===== src/rtl/memory_access_unit.sv =====
// Load/store front end for a synchronous data RAM: byte/half/word loads with
// extension, read-modify-write for sub-word stores, and range/alignment faults.
module memory_access_unit #(
   parameter int ADDR_WIDTH = 10,
   parameter int DATA_WIDTH = 32,
   parameter int MEM_DEPTH  = 301
) (
   input  logic                    clock,
   input  logic                    reset,
   input  logic                    req_valid,
   output logic                    req_ready,
   input  logic                    req_write,
   input  logic [1:0]              req_size,
   input  logic                    req_signed,
   input  logic [ADDR_WIDTH+1:0]   req_address,
   input  logic [DATA_WIDTH-1:0]   req_wdata,
   output logic                    resp_valid,
   output logic [DATA_WIDTH-1:0]   resp_rdata,
   output logic                    resp_error,
   output logic [ADDR_WIDTH-1:0]   ram_address,
   output logic [DATA_WIDTH-1:0]   ram_data,
   output logic                    ram_write_enable,
   input  logic [DATA_WIDTH-1:0]   ram_read_data
);

   typedef enum logic [2:0] {
      ST_IDLE      = 3'd0,
      ST_READ_WAIT = 3'd1,
      ST_CAPTURE   = 3'd2,
      ST_WRITE     = 3'd3,
      ST_ERROR     = 3'd4
   } state_t;

   localparam logic [ADDR_WIDTH-1:0] LAST_WORD = ADDR_WIDTH'(MEM_DEPTH - 1);

   state_t          state_r;
   state_t          state_next_s;
   logic            fault_s;
   logic            accept_s;
   logic            write_r;
   logic            signed_r;
   logic [1:0]      size_r;
   logic [1:0]      offset_r;
   logic [31:0]     wdata_r;

   // Little-endian lane select followed by sign or zero extension.
   function automatic logic [31:0] extract_lane(input logic [31:0] word, input logic [1:0] size,
                                                input logic sgn, input logic [1:0] offset);
      logic [31:0] shifted;
      logic [31:0] result;
      shifted = word >> {offset, 3'b000};
      case (size)
         2'b00:   result = {{24{sgn & shifted[7]}}, shifted[7:0]};
         2'b01:   result = {{16{sgn & shifted[15]}}, shifted[15:0]};
         default: result = shifted;
      endcase
      return result;
   endfunction

   // Replace only the addressed lane(s) of the current RAM word.
   function automatic logic [31:0] merge_lanes(input logic [31:0] word, input logic [31:0] wdata,
                                               input logic [1:0] size, input logic [1:0] offset);
      logic [31:0] result;
      result = word;
      case (size)
         2'b00: begin
            case (offset)
               2'b00:   result[7:0]   = wdata[7:0];
               2'b01:   result[15:8]  = wdata[7:0];
               2'b10:   result[23:16] = wdata[7:0];
               default: result[31:24] = wdata[7:0];
            endcase
         end
         2'b01: begin
            if (offset[1]) begin
               result[31:16] = wdata[15:0];
            end else begin
               result[15:0] = wdata[15:0];
            end
         end
         default: result = wdata;
      endcase
      return result;
   endfunction

   assign accept_s  = req_valid && (state_r == ST_IDLE);
   assign req_ready = (state_r == ST_IDLE);

   // Range and alignment fault decode on the live request.
   always_comb begin
      fault_s = 1'b0;
      if (req_address[ADDR_WIDTH+1:2] > LAST_WORD) begin
         fault_s = 1'b1;
      end else if (req_size == 2'b11) begin
         fault_s = 1'b1;
      end else if ((req_size == 2'b01) && req_address[0]) begin
         fault_s = 1'b1;
      end else if ((req_size == 2'b10) && (req_address[1:0] != 2'b00)) begin
         fault_s = 1'b1;
      end else begin
         fault_s = 1'b0;
      end
   end

   // Next-state decode.
   always_comb begin
      state_next_s = state_r;
      case (state_r)
         ST_IDLE: begin
            if (accept_s) begin
               if (fault_s) begin
                  state_next_s = ST_ERROR;
               end else if (req_write && (req_size == 2'b10)) begin
                  state_next_s = ST_WRITE;
               end else begin
                  state_next_s = ST_READ_WAIT;
               end
            end else begin
               state_next_s = ST_IDLE;
            end
         end
         ST_READ_WAIT: state_next_s = ST_CAPTURE;
         ST_CAPTURE: begin
            if (write_r) begin
               state_next_s = ST_WRITE;
            end else begin
               state_next_s = ST_IDLE;
            end
         end
         ST_WRITE: state_next_s = ST_IDLE;
         ST_ERROR: state_next_s = ST_IDLE;
         default:  state_next_s = ST_IDLE;
      endcase
   end

   // Response outputs; load data is only valid while the RAM output is in CAPTURE.
   always_comb begin
      resp_valid = 1'b0;
      resp_error = 1'b0;
      resp_rdata = 32'h0000_0000;
      case (state_r)
         ST_CAPTURE: begin
            if (!write_r) begin
               resp_valid = 1'b1;
               resp_rdata = extract_lane(ram_read_data, size_r, signed_r, offset_r);
            end else begin
               resp_valid = 1'b0;
            end
         end
         ST_WRITE: resp_valid = 1'b1;
         ST_ERROR: begin
            resp_valid = 1'b1;
            resp_error = 1'b1;
         end
         default: resp_valid = 1'b0;
      endcase
   end

   // State, request latch and registered RAM interface.
   always_ff @(posedge clock) begin
      if (reset) begin
         state_r          <= ST_IDLE;
         ram_address      <= '0;
         ram_data         <= 32'h0000_0000;
         ram_write_enable <= 1'b0;
         write_r          <= 1'b0;
         signed_r         <= 1'b0;
         size_r           <= 2'b00;
         offset_r         <= 2'b00;
         wdata_r          <= 32'h0000_0000;
      end else begin
         state_r          <= state_next_s;
         ram_write_enable <= (state_next_s == ST_WRITE);
         if (accept_s) begin
            ram_address <= req_address[ADDR_WIDTH+1:2];
            write_r     <= req_write;
            signed_r    <= req_signed;
            size_r      <= req_size;
            offset_r    <= req_address[1:0];
            wdata_r     <= req_wdata;
            if (!fault_s && req_write && (req_size == 2'b10)) begin
               ram_data <= req_wdata;
            end
         end else if ((state_r == ST_CAPTURE) && write_r) begin
            ram_data <= merge_lanes(ram_read_data, wdata_r, size_r, offset_r);
         end
      end
   end

endmodule


===== config.mk =====
export PLATFORM = sky130hd
export DESIGN_NAME = memory_access_unit
export DESIGN_NICKNAME = d
export VERILOG_FILES = /design/src/rtl/memory_access_unit.sv
export SDC_FILE = /design/constraint.sdc
export NUM_CORES = 1
export LEC_CHECK = 0
export ABC_CLOCK_PERIOD_IN_PS = 5330
export CORE_MARGIN = 2
export CORE_UTILIZATION = 50
export CTS_CLUSTER_SIZE = 20
export DETAILED_ROUTE_END_ITERATION = 10
export PLACE_DENSITY = 0.95
export SETUP_SLACK_MARGIN = 0.3
export SLEW_MARGIN = 20
export SYNTH_ARGS = -nofsm -noshare
export SYNTH_HDL_FRONTEND = slang
export SYNTH_SLANG_ARGS = --single-unit

===== constraint.sdc =====
create_clock -name clock -period 5.33 [get_ports clock]
set_input_delay 0.7995 -clock clock [delete_from_list [all_inputs] [get_ports clock]]
set_output_delay 0.7995 -clock clock [all_outputs]
set_load 0.05 [all_outputs]

==> results_dict.tcl <==
set metrics [dict create \
    status "finished, final reports clean" \
    hold_path_class "reg -> reg" \
    vias 5176 \
    instances_no_fill 895 \
    grtUsageTotal 0.306 \
    max-vdd-ir-drop_uv 143 \
    drtAntennaViolNets 0 \
    grt_max_degree 85 \
    cts_sinks 84 \
    crit_path_max_fanout 16 \
    place_inst 880 \
    clk_latency_ns 0.36 \
    cellLeakagePower_nw 2.29 \
    required_ns 4.53 \
    async_flop_share 0 \
    gp_congestion 0.965 \
    synth_top_area_cell "dfxtp_1" \
    grt_pass1_wl_mm 25.1 \
    start_util 0.516 \
    antenna_cells 0 \
    ctsHoldBuffers 0 \
    synthTopCellsByCount "nand2_1, a21oi_1, dfxtp_1, mux2i_1, o21ai_0" \
    grt_pass1_vias 5068 \
    drt_wl_total_mm 15.9 \
    ys_warn_count 0 \
    cp.arrival_ns 3.27 \
    die_x_um 102 \
    worstMarginPinSlew_ns 0.980 \
    final_core_util 0.705 \
    mappedNetlistArea_um2 4770 \
    ys_seq_area_frac 0.353 \
    final_nets 845 \
    hpwl_mm 11.4 \
    fin_skew_ns 0.0146 \
    final.period_utilization 0.763 \
    clk_root_buffer_cell "clkbuf_8" \
    hold_viol 0 \
    core_um2 9240 \
    dieArea_um2 10300 \
    synth_seq_cells 84 \
    fp.dieH_um 102 \
    wl_per_cell_um 17.7 \
    clkTransAtPathRegs_ns 0.09 \
    syn-num-nets 719 \
    max_freq_mhz 246 \
    route.detailed.drc 0 \
    postSynthCellCount 636 \
    overflow 0 \
    drtIter0Drc 392 \
    drtPass1Iterations 6 \
    multi_input_area_um2 2850 \
    worst_setup_path_end_kind "primary output" \
    cts_tree "done" \
    avgViaCountPerCell 5.78 \
    area_delta_synth_final_pct 36.6 \
    synth_edf_count 0 \
    tns_ns 0 \
    io_buffers 160 \
    startpoint_type "input port" \
    slew_violations 0 \
    post_cts_resized 0 \
    setup_viol 0 \
    cap_violations 0 \
    synth_most_common_cell "nand2_1" \
    synth_top_flop_cell "dfxtp_1" \
    layout.area.seq_um2 1680 \
    p_per_area_nw_per_um2 217 \
    rsz0062_at_grt "false" \
    htreeDepth 3 \
    yosysUniqueCellTypes 41 \
    synth_top_area_frac 0.353 \
    antenna_found_initial 0 \
    netlist_top_cells_area "dfxtp_1, nand2_1, a21oi_1" \
    hold_slack_ns 0.457 \
    avgSynthCellArea_um2 7.50 \
    fin_crit_ns 4.07 \
    nFillCells 752 \
    max_slew_margin 0.347 \
    cts_buffer_depth 2 \
    drive_gt1_frac 0.0666 \
    crit_type "in -> out" \
    post_cts_buffers 0 \
    num_rows 35 \
    io_pins 161 \
    numCtsBuffers 9 \
]
==> layer usage <==
layer / GRT usage / part of all wire / up-vias
li1: - / - / 2487
met1: 0.401 / 0.41 / 2359
met2: 0.488 / 0.46 / 290
met3: 0.0663 / 0.096 / 40
met4: 0.126 / 0.032 / 0
met5: 0 / 0 / -
==> layout by cell type, fill, tap and decap left out, drive strengths merged, types with 4 or more instances in the layout <==
| cell | instances |
|---|---|
| buf | 9 |
| nand2 | 197 |
| clkdlybuf4s50 | 159 |
| a211oi | 38 |
| clkbuf | 11 |
| o221ai | 8 |
| o21ai | 37 |
| a22o | 4 |
| mux2 | 5 |
| nor2 | 16 |
| a21oi | 94 |
| nor2b | 9 |
| dfxtp | 84 |
| nor3 | 5 |
| o211ai | 5 |
| mux2i | 40 |
| and3 | 8 |
| a222oi | 8 |
==> cells by family (layout without fill, tap and decap cells) <==
kind of cell / Yosys count / in the layout / share of synthesized area
AO/OA/AOI/OAI: 201 / 201 / 0.273
buffers and inverters: 56 / 186 / 0.0519
multiplexers: 45 / 45 / 0.0957
AND/OR/NAND/NOR: 250 / 250 / 0.226
flip-flops: 84 / 84 / 0.353
==> sequential cells by signal, summed over array words and instances (netlist names) <==
name              count
state_r               3
ram_address          10
wdata_r              32
size_r                2
offset_r              2
signed_r              1
ram_write_enable      1
write_r               1
ram_data             32
==> where the power goes <==
part | switching (W) | internal [W] | total, W
combinational | 0.000202 | 0.000141 | 0.000344
clock | 0.000228 | 0.000166 | 0.000394
sequential | 0.0000259 | 0.000653 | 0.000679
total | 0.000456 | 0.000960 | 0.00142
==> metrics by stage <==
stage | area, um2 | total power (W) | setup slack, ns
2_1_floorplan | 4770 | 0.000890 | 2.15
3_3_place_gp | 6350 | 0.00102 | 1.36
3_5_place_dp | 6350 | 0.00103 | 1.26
4_1_cts | 6510 | 0.00142 | 1.26
5_1_grt | 6520 | 0.00148 | 1.08
6_report | 6520 | 0.00142 | 1.26
==> worst max-delay path, cell delays in order <==
cell	delay, ns
clkdlybuf4s50_1	0.49
mux2_2	0.31
a22o_1	0.24
nand2_1	0.06
o21ai_0	0.09
nand2_1	0.36
o21ai_0	0.17
clkdlybuf4s50_1	0.74
==> final timing paths <==
path | startpoint | to | slack [ns] | depth (start not counted)
max | ram_read_data[31] | resp_rdata[21] | 1.26 | 8
min | ram_data[13] | ram_data[13] | 0.46 | 2
max reg2reg | state_r[2] | ram_data[16] | 2.10 | 7
min reg2reg | ram_data[13] | ram_data[13] | 0.46 | 2
==> layout make-up <==
type | instances | area share
clock buffer | 11 | 0.0202
inverter | 3 | 0.00173
timing repair buffer | 168 | 0.254
sequential | 84 | 0.258
clock inverter | 4 | 0.00423
tap | 129 | 0.0248
multi-input combinational | 496 | 0.437
No activity file was read; power rests on OpenSTA's default activity.
